==> src/rtl/q_pkg.sv <==
// rtl/q_pkg.sv - shared state encoding and width helpers for q_flop_array
package q_pkg;

   typedef enum logic [1:0] {
      ST_IDLE   = 2'd0,
      ST_SETTLE = 2'd1,
      ST_PUSH   = 2'd2,
      ST_DONE   = 2'd3
   } state_t;

   // Bits needed to hold any value 0..max_val inclusive.
   function automatic int cnt_width(input int max_val);
      return (max_val < 1) ? 1 : $clog2(max_val + 1);
   endfunction

   // A queued entry is the data word plus one error flag above it.
   function automatic int entry_width(input int data_width);
      return data_width + 1;
   endfunction

endpackage

==> src/rtl/q_fifo.sv <==
// rtl/q_fifo.sv - show-ahead FIFO holding captured words with their error flag
module q_fifo
   import q_pkg::*;
#(
   parameter int W     = 9,
   parameter int DEPTH = 4
)
(
   input  logic                         clk,
   input  logic                         rst,
   input  logic                         push,
   input  logic [W-1:0]                 wdata,
   input  logic                         pop_ready,
   output logic [W-1:0]                 rdata,
   output logic                         valid,
   output logic                         can_push,
   output logic [cnt_width(DEPTH)-1:0]  count
);

   localparam int AW = $clog2(DEPTH);
   localparam int CW = cnt_width(DEPTH);
   localparam logic [CW-1:0] FULL_CNT = CW'(DEPTH);

   logic [W-1:0]  mem [DEPTH];
   logic [AW-1:0] wr_ptr;
   logic [AW-1:0] rd_ptr;
   logic          full;
   logic          do_pop;
   logic          do_push;

   // A pop frees a slot in the same cycle, so a full FIFO can still accept.
   assign valid    = (count != '0);
   assign full     = (count == FULL_CNT);
   assign do_pop   = valid && pop_ready;
   assign can_push = !full || do_pop;
   assign do_push  = push && can_push;
   // Head is gated so an empty FIFO presents zero rather than stale storage.
   assign rdata    = valid ? mem[rd_ptr] : '0;

   // Storage array: written only, never reset.
   always_ff @(posedge clk) begin
      if (do_push) begin
         mem[wr_ptr] <= wdata;
      end
   end

   // Pointers wrap naturally at the power-of-two depth; count tracks occupancy.
   always_ff @(posedge clk or posedge rst) begin
      if (rst) begin
         wr_ptr <= '0;
         rd_ptr <= '0;
         count  <= '0;
      end else begin
         if (do_push) wr_ptr <= wr_ptr + 1'b1;
         if (do_pop)  rd_ptr <= rd_ptr + 1'b1;
         case ({do_push, do_pop})
            2'b10:   count <= count + 1'b1;
            2'b01:   count <= count - 1'b1;
            default: count <= count;
         endcase
      end
   end

endmodule

==> src/rtl/q_flop_array.sv <==
// rtl/q_flop_array.sv - multi-bit synchronising capture with settle/timeout and output FIFO
module q_flop_array
   import q_pkg::*;
#(
   parameter int WIDTH       = 8,
   parameter int SYNC_STAGES = 2,
   parameter int SETTLE      = 2,
   parameter int TIMEOUT     = 15,
   parameter int DEPTH       = 4
)
(
   input  logic                      clk,
   input  logic                      rst,
   input  logic [WIDTH-1:0]          data,
   input  logic                      req,
   output logic                      ack,
   output logic                      busy,
   output logic [WIDTH-1:0]          out,
   output logic                      out_err,
   output logic                      out_valid,
   input  logic                      out_ready,
   output logic [$clog2(DEPTH):0]    count
);

   localparam int EW = entry_width(WIDTH);
   localparam int SW = cnt_width(SETTLE);
   localparam int TW = cnt_width(TIMEOUT);
   localparam logic [SW-1:0] STAB_MAX = SW'(SETTLE);
   localparam logic [TW-1:0] WAIT_MAX = TW'(TIMEOUT);

   logic [WIDTH-1:0] sync_ff [SYNC_STAGES];
   logic [WIDTH-1:0] sync_q;

   state_t           state_q, state_d;
   logic [WIDTH-1:0] prev_q, prev_d;
   logic [WIDTH-1:0] word_q, word_d;
   logic [SW-1:0]    stab_q, stab_d;
   logic [TW-1:0]    wait_q, wait_d;
   logic             err_q, err_d;
   logic             ack_q, ack_d;
   logic             push;
   logic             can_push;
   logic [EW-1:0]    head;

   assign sync_q = sync_ff[SYNC_STAGES-1];

   // Per-bit synchroniser chain; the last stage is the only one the FSM looks at.
   always_ff @(posedge clk or posedge rst) begin
      if (rst) begin
         for (int i = 0; i < SYNC_STAGES; i++) sync_ff[i] <= '0;
      end else begin
         sync_ff[0] <= data;
         for (int i = 1; i < SYNC_STAGES; i++) sync_ff[i] <= sync_ff[i-1];
      end
   end

   // Capture FSM and its settle/timeout counters, all registered.
   always_ff @(posedge clk or posedge rst) begin
      if (rst) begin
         state_q <= ST_IDLE;
         prev_q  <= '0;
         word_q  <= '0;
         stab_q  <= '0;
         wait_q  <= '0;
         err_q   <= 1'b0;
         ack_q   <= 1'b0;
      end else begin
         state_q <= state_d;
         prev_q  <= prev_d;
         word_q  <= word_d;
         stab_q  <= stab_d;
         wait_q  <= wait_d;
         err_q   <= err_d;
         ack_q   <= ack_d;
      end
   end

   // Next-state: resolve is tested before timeout so it wins a tie.
   always_comb begin
      state_d = state_q;
      prev_d  = prev_q;
      word_d  = word_q;
      stab_d  = stab_q;
      wait_d  = wait_q;
      err_d   = err_q;
      ack_d   = ack_q;
      push    = 1'b0;
      case (state_q)
         ST_IDLE: begin
            if (req) begin
               state_d = ST_SETTLE;
               prev_d  = sync_q;
               stab_d  = '0;
               wait_d  = '0;
            end
         end
         ST_SETTLE: begin
            if (stab_q == STAB_MAX) begin
               state_d = ST_PUSH;
               word_d  = prev_q;
               err_d   = 1'b0;
            end else if (wait_q == WAIT_MAX) begin
               state_d = ST_PUSH;
               word_d  = sync_q;
               err_d   = 1'b1;
            end else begin
               wait_d = wait_q + 1'b1;
               if (sync_q == prev_q) begin
                  stab_d = stab_q + 1'b1;
               end else begin
                  stab_d = '0;
                  prev_d = sync_q;
               end
            end
         end
         ST_PUSH: begin
            if (can_push) begin
               push    = 1'b1;
               ack_d   = 1'b1;
               state_d = ST_DONE;
            end
         end
         ST_DONE: begin
            if (!req) begin
               ack_d   = 1'b0;
               state_d = ST_IDLE;
            end
         end
         default: state_d = ST_IDLE;
      endcase
   end

   q_fifo #(
      .W     (EW),
      .DEPTH (DEPTH)
   ) u_fifo (
      .clk       (clk),
      .rst       (rst),
      .push      (push),
      .wdata     ({err_q, word_q}),
      .pop_ready (out_ready),
      .rdata     (head),
      .valid     (out_valid),
      .can_push  (can_push),
      .count     (count)
   );

   assign ack     = ack_q;
   assign busy    = (state_q != ST_IDLE);
   assign out     = head[WIDTH-1:0];
   assign out_err = head[WIDTH];

endmodule

==> config.mk <==
export PLATFORM = sky130hd
export DESIGN_NAME = q_flop_array
export DESIGN_NICKNAME = d
export VERILOG_FILES = /design/src/rtl/q_pkg.sv /design/src/rtl/q_fifo.sv /design/src/rtl/q_flop_array.sv
export SDC_FILE = /design/constraint.sdc
export NUM_CORES = 1
export LEC_CHECK = 0
export CAP_MARGIN = 10
export CORE_ASPECT_RATIO = 0.6
export CORE_MARGIN = 2
export CORE_UTILIZATION = 36
export CTS_CLUSTER_SIZE = 40
export DETAILED_ROUTE_END_ITERATION = 7
export MAX_ROUTING_LAYER = met4
export PLACE_DENSITY = 0.62
export SYNTH_ARGS = -nofsm -noshare
export SYNTH_HDL_FRONTEND = slang
export SYNTH_SLANG_ARGS = --single-unit
==> constraint.sdc <==
create_clock -name clk -period 5.2 [get_ports clk]
set_input_delay 1.04 -clock clk [delete_from_list [all_inputs] [get_ports clk]]
set_output_delay 1.04 -clock clk [all_outputs]
set_load 0.005 [all_outputs]
==> out/qor.yml, run 1 <==
layout:
  final_cells: 426
  area_growth_pct: 18.6
  ff_latch_area_um2: 2310
  fin_util_pct: 44.3
  drive_gt1_share_pct: 14.4
  num_antenna_cells: 0
  multi_input_area_um2: 1320
  final_nets: 310
  fillers: 919
  final_area_um2: 4410
clocking:
  clk_latency_ps: 340
  post-cts-setup-buffer-count: 0
  clk_path_buf_depth: 2
  cts_tree: "yes"
  cts-hold-fix-buffers: 0
  htreeDepth: 3
  numCtsBuffers: 9
  ctsRootBufferMaster: "clkbuf_16"
  clkTransAtPathRegs_ps: 60
  cts_resized: 0
  clock_sinks: 85
timing:
  period_needed_ps: 3330
  fin_setup_tns_ps: 0
  worstMarginPinSlew_ps: 1020
  rsz0062_at_grt: "no"
  slew_violations: 0
  hold_viol: 0
  fin_crit_sh_pct: 64.0
  hold_ws_ps: 348
  timing.fmax_ghz: 0.300
  setup_viol: 0
  relSlewSlack_pct: 31.6
  finalClockSkew_ps: 7.86
placed_design:
  io_buffers: 26
  place_area_um2: 4100
  gp_congestion: 0.752
  dp.final_hpwl_mm: 4.01
  dp_cells: 410
power:
  p_leak_nw: 1.73
  swShare_pct: 30.3
  p_sw_w: 0.000744
  power_frac_comb_pct: 33.7
  pwr-share-seq_pct: 39.9
  internal_power_w: 0.00171
  p_clk_share_pct: 26.3
  vdd_drop_max_mv: 0.208
  power_density_nw_per_um2: 558
die:
  core_area_um2: 9950
  dieWidth_um: 135
  num_rows: 28
  io_pins: 27
  die-area_um2: 11200
  floorplan.initialDensity_pct: 37.3
  die_h_um: 82.7
setup_path:
  arrival_ps: 2290
  crit_path_cell_trace: "mux4_2 > and2_1 > clkdlybuf4s50_1"
  max_stage_delay_ps: 750
  worstSetupStartpointType: "flop"
  required_ps: 4160
  cp_slowest_cell: "dfrtp_1"
  cp_max_fo: 11
  criticalPathCategory: "flop to output pin"
  end_kind: "output pin"
global_route:
  grtUsageTotal_pct: 12.4
  grt_max_degree: 50
  overflow: 0
  grt_pass1_vias: 1919
  grt_pass1_wl_mm: 9.99
  antenna_found_initial: 0
route:
  wl_mm: 5.90
  route.met2.wl_mm: 2.43
  postRouteAntennaNets: 0
  wl_met1_mm: 3.08
  vias: 1990
  highest_layer: "met4"
  firstDrtPassIters: 4
  drc_errors: 0
  viasPerCell: 4.67
  drt_iter0_drc: 117
  wire_per_inst_um: 13.9
  wl_met3_um: 309
synth:
  synth-seq-cells: 85
  synth-seq-area-share_pct: 62.1
  synth.top_cell.area_share_pct: 33.0
  yosys_warnings: 0
  synth_most_common_cell: "dfrtp_1"
  avgSynthCellArea_um2: 14.4
  synthArstFlopShare_pct: 57.6
  synth.area.top_cells: "dfrtp_1 (33%), edfxtp_1 (29%), mux4_2 (5.5%)"
  synth_ff_type: "dfrtp_1"
  synth_common_cells: "dfrtp_1 (49), edfxtp_1 (36), nand2_1 (19), o21ai_0 (17), and2_1 (14)"
  syn_area_um2: 3710
  synthCells: 258
  synth_cell_types: 46
  synth_edf_count: 36
  yosys.area.top_type: "dfrtp_1"
  syn_nets: 282
min_path:
  min_path_type: "flop to flop"
job:
  maxCapViolCount: 0
run_status:
  status: "complete, no violations"
layout make-up:
cell class                 count  area share, %
tap                          135           3.83
sequential                    85           52.4
clock inverter                 6           1.56
inverter                      11          0.937
timing repair buffer          26           5.91
multi-input combinational    153           30.0
clock buffer                  10           5.42
cells in the final DEF, fill, tap and decap left out, types with 2 or more instances in the layout:
| master | netlist | final |
|---|---|---|
| nor2b_1 | 3 | 3 |
| a21oi_1 | 6 | 6 |
| inv_6 | 0 | 2 |
| and3_1 | 3 | 3 |
| clkbuf_16 | 0 | 9 |
| mux2_2 | 3 | 3 |
| or3_1 | 2 | 2 |
| mux2_4 | 7 | 7 |
| nand3_1 | 6 | 6 |
| nand2_1 | 19 | 19 |
| ha_1 | 11 | 11 |
| nand2b_1 | 3 | 3 |
| inv_1 | 11 | 10 |
| mux4_2 | 9 | 9 |
| edfxtp_1 | 36 | 36 |
| mux2i_1 | 11 | 11 |
| nor2_1 | 5 | 5 |
| xnor2_1 | 12 | 12 |
| and2_1 | 14 | 14 |
| clkdlybuf4s50_1 | 0 | 26 |
| o21ai_0 | 17 | 17 |
| dfrtp_1 | 49 | 49 |
metrics by stage:
step | setup slack (ps) | total power, W
2_1_floorplan | 2580 | 0.00156
3_3_place_gp | 2130 | 0.00181
3_5_place_dp | 2060 | 0.00184
4_1_cts | 1830 | 0.00249
5_1_grt | 1740 | 0.00263
6_report | 1870 | 0.00246
cell families after synthesis:
| logic type | Yosys count | share of synthesized area (%) |
|---|---|---|
| buffers and inverters | 20 | 2.36 |
| xor gates and xnor gates | 13 | 3.07 |
| DFF | 85 | 62.1 |
| adders and majority gates | 12 | 4.24 |
| muxes | 30 | 12.2 |
| and+or+nand+nor | 62 | 9.06 |
| AOI/OAI and AO/OA | 36 | 7.01 |
power groups by stage:
stage | registers (W) | clock network [W] | logic (W)
floorplan | 0.000935 | 0 | 0.000626
global placement | 0.000989 | 0 | 0.000821
detailed placement | 0.000997 | 0 | 0.000839
CTS | 0.000984 | 0.000664 | 0.000842
global route | 0.00101 | 0.000694 | 0.000927
finish | 0.000981 | 0.000648 | 0.000830
worst max-delay path, delay by kind of cell (launching register included):
family / cells / cell delay (ps)
multiplexers: 1 / 590
buffers and inverters: 1 / 440
AND/OR/NAND/NOR: 1 / 180
flip-flops: 1 / 750
flip-flops by register name (all words and copies together), names as in the netlist, 2 cells and up:
signal         flops
u_fifo.wr_ptr      2
wait_q             4
sync_ff            8
stab_q             2
prev_q             8
sync_q             8
state_q            2
u_fifo.mem        36
word_q             8
u_fifo.rd_ptr      2
u_fifo.count       3
routing by layer:
metal,vias up,GRT usage [%]
met1,957,17.1
met3,8,4.52
li1,986,-
met4,0,4.69
met5,-,-
met2,39,16.8
worst paths after layout:
path / start / slack (ps) / endpoint / cells past startpoint
worst max-delay path: u_fifo.rd_ptr[0] / 1870 / out[3] / 3
worst min-delay path: sync_ff[10] / 350 / sync_q[2] / 0
worst max register to register: u_fifo.count[0] / 2920 / u_fifo.count[2] / 7
worst min register to register: sync_ff[10] / 350 / sync_q[2] / 0
max in group asynchronous: rst / 3300 / sync_ff[9] / 2
min in group asynchronous: rst / 1260 / ack / 2
Power figures use the tool's default switching activity.
==> run 2, diff against run 1 <==
--- a/config.mk
+++ b/config.mk
@@ -12,7 +12,7 @@
 export CTS_CLUSTER_SIZE = 40
 export DETAILED_ROUTE_END_ITERATION = 7
 export MAX_ROUTING_LAYER = met4
-export PLACE_DENSITY = 0.62
+export PLACE_DENSITY = 0.64
 export SYNTH_ARGS = -nofsm -noshare
 export SYNTH_HDL_FRONTEND = slang
 export SYNTH_SLANG_ARGS = --single-unit
==> constraint.sdc (replaced) <==
create_clock -name clk -period 2.9 [get_ports clk]
set_input_delay 0.58 -clock clk [delete_from_list [all_inputs] [get_ports clk]]
set_output_delay 0.58 -clock clk [all_outputs]
set_load 0.005 [all_outputs]
==> run 2 against run 1 <==
  * Worst setup slack lost 1600 ps
  * Total power grew 82%
  * Non-clock buffer count grew 4
  * Sequential share of layout area shrank 0.40 points
  * Combinational power grew 88%
  * Clock power grew 82%
  * Clock-buffer cell count grew 1
  * Worst hold slack gained 0.59 ps
  * Sequential power grew 76%
  * Global-route usage shrank 0.36 points
==> out/qor.yml, run 2 (synthesis gave the netlist of run 1 again) <==
placed_design:
  dp.final_hpwl_mm: 4.32
  io_buffers: 26
  gp_congestion: 0.730
  place_ws_ps: 222
setup_path:
  worstReg2RegStart: "u_fifo.count[0]"
  required_ps: 2320
  r2r_cells: 7
  worstSetupStartpointType: "flop"
  criticalPathCategory: "flop to output pin"
  r2r_slack_ps: 640
  end_kind: "output pin"
  r2r_end: "u_fifo.count[1]"
  cp_max_fo: 6
  arrival_ps: 2000
route:
  viasPerCell: 4.64
  postRouteAntennaNets: 0
  vias: 1995
  drt_iter0_drc: 118
  wl_mm: 6.03
  drc_errors: 0
  firstDrtPassIters: 4
  wire_per_inst_um: 14.0
global_route:
  grt_pass1_vias: 1908
  grt_max_degree: 43
  antenna_found_initial: 0
  overflow: 0
  grtUsageTotal_pct: 12.1
  grt_pass1_wl_mm: 9.62
min_path:
  min-delay-start: "sync_ff[9]"
  min_path_type: "flop to flop"
  min_to: "sync_q[1]"
  worstHoldPathCells: 0
job:
  maxCapViolCount: 0
layout:
  layout_commonest_cell: "dfrtp_1"
  area_growth_pct: 19.5
  top_register: "u_fifo.mem"
  final_nets: 314
  mostFrequentLayoutCells: "dfrtp_1 (49), edfxtp_1 (36), clkdlybuf4s50_1 (26), nand2_1 (19), o21ai_0 (17)"
  fillers: 887
  largest_register_ffs: 36
  drive_gt1_share_pct: 15.3
  ff_latch_area_um2: 2310
  num_antenna_cells: 0
  multi_input_area_um2: 1320
power:
  p_leak_nw: 1.76
  power_density_nw_per_um2: 1010
  vdd_drop_max_mv: 0.345
clocking:
  clock_sinks: 85
  cts_tree: "yes"
  clk_latency_ps: 330
  numCtsBuffers: 9
  clkTransAtPathRegs_ps: 50
  cts-hold-fix-buffers: 0
  post-cts-setup-buffer-count: 0
  cts_resized: 0
  ctsRootBufferMaster: "clkbuf_16"
  htreeDepth: 3
  clk_path_buf_depth: 2
timing:
  slew_violations: 0
  fin_crit_sh_pct: 89.0
  rsz0062_at_grt: "no"
  timing.fmax_ghz: 0.387
  setup_ws_ps: 318
  period_needed_ps: 2580
  worstMarginPinSlew_ps: 513
  fin_setup_tns_ps: 0
  relSlewSlack_pct: 65.8
  setup_viol: 0
  finalClockSkew_ps: 5.58
  hold_viol: 0
die:
  floorplan.initialDensity_pct: 37.3
  dieWidth_um: 135
  die-area_um2: 11200
  core_area_um2: 9950
  num_rows: 28
  io_pins: 27
  die_h_um: 82.7
run_status:
  status: "complete, no violations"
[run 2: changes by cell type in the layout (fill, tap and decap cells not counted)]
cell,before,now
clkbuf_8,1,0
clkbuf_4,0,1
clkinv_4,1,0
bufinv_16,1,2
clkbuf_1,0,1
clkinv_2,1,3
buf_4,0,4
clkinvlp_4,1,0
inv_6,2,0
[run 2: how the worst max path moves through the flow]
stage,from,end,slack [ps],cells past startpoint
CTS,u_fifo.rd_ptr[0],out[6],290,4
floorplan,out_ready,u_fifo.count[2],740,7
detailed placement,out_ready,u_fifo.count[2],220,7
global route,u_fifo.count[0],out[4],220,3
global placement,out_ready,u_fifo.count[2],270,7
finish,u_fifo.rd_ptr[0],out[2],320,4
[run 2: final cells by class]
class,instances,area share (%)
Multi-Input combinational cell,153,29.7
Clock buffer,11,5.33
Clock inverter,5,1.69
Timing Repair Buffer,30,6.54
Tap cell,135,3.80
Inverter,11,0.930
Sequential cell,85,52.0
[run 2: metal layers]
metal / vias up / global-route usage [%] / part of all wire (%)
li1: 993 / - / -
met1: 962 / 15.8 / 52
met2: 33 / 17.3 / 43
met3: 7 / 4.76 / 4.7
met4: 0 / 4.06 / 1.0
met5: - / - / 0
[run 2: critical path, cell delays in order (launching register included)]
cell	delay, ps
dfrtp_1	360
buf_4	180
mux4_2	530
and2_1	170
clkdlybuf4s50_1	430
[run 2: power breakdown]
group	total (W)	internal [W]	switching, W
sequential	0.00173	0.00151	0.000220
combinational	0.00156	0.000894	0.000666
clock	0.00118	0.000758	0.000422
[run 2: through the flow]
stage | hold slack [ps] | power (W) | utilization (%) | instance area, µm² | cells
finish | 349 | 0.00447 | 44.6 | 4440 | 430
global route | 352 | 0.00475 | 44.6 | 4440 | 430
CTS | 350 | 0.00452 | 44.6 | 4440 | 430
detailed placement | 337 | 0.00333 | 41.5 | 4130 | 414
global placement | 332 | 0.00328 | 41.5 | 4130 | 414
floorplan | 331 | 0.00280 | - | 3710 | 258
==> run 3, diff against run 2 <==
--- a/config.mk
+++ b/config.mk
@@ -9,6 +9,7 @@
 export CORE_ASPECT_RATIO = 0.6
 export CORE_MARGIN = 2
 export CORE_UTILIZATION = 36
+export CTS_BUF_LIST = sky130_fd_sc_hd__clkbuf_16
 export CTS_CLUSTER_SIZE = 40
 export DETAILED_ROUTE_END_ITERATION = 7
 export MAX_ROUTING_LAYER = met4
==> run 3 against run 2 <==
  * First-iteration DRC count up 1.7%
  * Worst setup slack about the same
  * Wire length did not move
  * Global-route usage unchanged
  * Clock-buffer cell count decreased by 2
  * Die area did not move
  * Total power decreased by 0.36%
  * Combinational power about the same
  * Flip-flop and latch count unchanged
  * Clock skew unchanged
  * Critical path depth did not move
  * Critical path type unchanged
  * Critical endpoint unchanged
  * Highest routed layer unchanged
==> out/qor.yml, run 3 (synthesis gave the netlist of run 1 again) <==
timing:
  setup_viol: 0
  hold_ws_ps: 349
  fin_setup_tns_ps: 0
  fin_crit_sh_pct: 89.1
  relSlewSlack_pct: 65.8
  timing.fmax_ghz: 0.387
  finalClockSkew_ps: 5.58
  period_needed_ps: 2580
  hold_viol: 0
  rsz0062_at_grt: "no"
  setup_ws_ps: 317
  worstMarginPinSlew_ps: 513
  slew_violations: 0
global_route:
  grt_max_degree: 43
  grt_pass1_vias: 1908
  grtUsageTotal_pct: 12.1
  overflow: 0
  antenna_found_initial: 0
  grt_pass1_wl_mm: 9.62
die:
  dieWidth_um: 135
  io_pins: 27
  die_h_um: 82.7
  core_area_um2: 9950
  floorplan.initialDensity_pct: 37.3
  num_rows: 28
  die-area_um2: 11200
layout:
  num_antenna_cells: 0
  layout_commonest_cell: "dfrtp_1"
  largest_register_ffs: 36
  drive_gt1_share_pct: 14.9
  area_growth_pct: 19.4
  final_nets: 314
  top_register: "u_fifo.mem"
  mostFrequentLayoutCells: "dfrtp_1 (49), edfxtp_1 (36), clkdlybuf4s50_1 (26), nand2_1 (19), o21ai_0 (17)"
min_path:
  min_path_type: "flop to flop"
  worstHoldPathCells: 0
  min-delay-start: "sync_ff[9]"
  min_to: "sync_q[1]"
clocking:
  cts-hold-fix-buffers: 0
  cts_resized: 0
  htreeDepth: 3
  ctsRootBufferMaster: "clkbuf_16"
  numCtsBuffers: 9
  cts_tree: "yes"
  clk_latency_ps: 330
  clk_path_buf_depth: 2
  clock_sinks: 85
  post-cts-setup-buffer-count: 0
  clkTransAtPathRegs_ps: 50
placed_design:
  gp_congestion: 0.730
  io_buffers: 26
  dp.final_hpwl_mm: 4.32
  place_ws_ps: 222
power:
  pwr-share-seq_pct: 38.9
  p_clk_share_pct: 26.1
  power_density_nw_per_um2: 1000
  vdd_drop_max_mv: 0.344
  p_leak_nw: 1.76
  internal_power_w: 0.00315
  swShare_pct: 29.4
  power_frac_comb_pct: 35.0
  p_sw_w: 0.00131
setup_path:
  required_ps: 2320
  r2r_slack_ps: 640
  cp_max_fo: 6
  end_kind: "output pin"
  cp_top_family: "buffers and inverters"
  cp_slowest_cell: "mux4_2"
  worstSetupStartpointType: "flop"
  crit_buf_inv: 2
  worstReg2RegStart: "u_fifo.count[0]"
  r2r_end: "u_fifo.count[1]"
  r2r_cells: 7
  max_stage_delay_ps: 530
  crit_path_cell_trace: "buf_4 > mux4_2 > and2_1 > clkdlybuf4s50_1"
  criticalPathCategory: "flop to output pin"
  arrival_ps: 2000
route:
  wl_mm: 6.03
  viasPerCell: 4.64
  wire_per_inst_um: 14.0
  vias: 1995
  postRouteAntennaNets: 0
  drt_iter0_drc: 120
  firstDrtPassIters: 4
  drc_errors: 0
job:
  maxCapViolCount: 0
run_status:
  status: "complete, no violations"
run 3: cell count changes in the layout (fill, tap and decap cells not counted):
cell      before  now
inv_1         10   12
clkbuf_4       1    0
clkbuf_1       1    0
run 3: final cells by class:
cell class	instances	area [µm²]
fillers	887	5510
well taps	135	169
clock buffers	9	225
flip-flops and latches	85	2310
inverters	11	41.3
multi-input cells	153	1320
clock inverters	7	82.6
repair buffers	30	290
run 3: stage by stage:
stage          cells  instance area (µm²)  utilization [%]  power, W
2_1_floorplan    258                 3710                -   0.00280
3_3_place_gp     414                 4130             41.5   0.00328
3_5_place_dp     414                 4130             41.5   0.00333
4_1_cts          430                 4440             44.6   0.00451
5_1_grt          430                 4440             44.6   0.00473
6_report         430                 4440             44.6   0.00445
run 3: how the worst max path moves through the flow:
stage	start	to	slack [ps]	cells after the start
after floorplan	out_ready	u_fifo.count[2]	740	7
after global placement	out_ready	u_fifo.count[2]	270	7
after detailed placement	out_ready	u_fifo.count[2]	220	7
after CTS	u_fifo.rd_ptr[0]	out[6]	290	4
after global routing	u_fifo.count[0]	out[4]	220	3
final	u_fifo.rd_ptr[0]	out[2]	320	4
run 3: layer usage:
layer	GRT usage (%)	share of wire (%)
met2	17.3	43
met1	15.8	52
met3	4.76	4.7
met5	-	0
met4	4.06	1.0
run 3: power groups by stage:
| stage | Combinational [W] | Clock [W] | Sequential [W] |
|---|---|---|---|
| global placement | 0.00154 | 0 | 0.00174 |
| CTS | 0.00158 | 0.00119 | 0.00173 |
| global route | 0.00172 | 0.00125 | 0.00177 |
| floorplan | 0.00112 | 0 | 0.00168 |
| finish | 0.00156 | 0.00116 | 0.00173 |
| detailed placement | 0.00158 | 0 | 0.00175 |
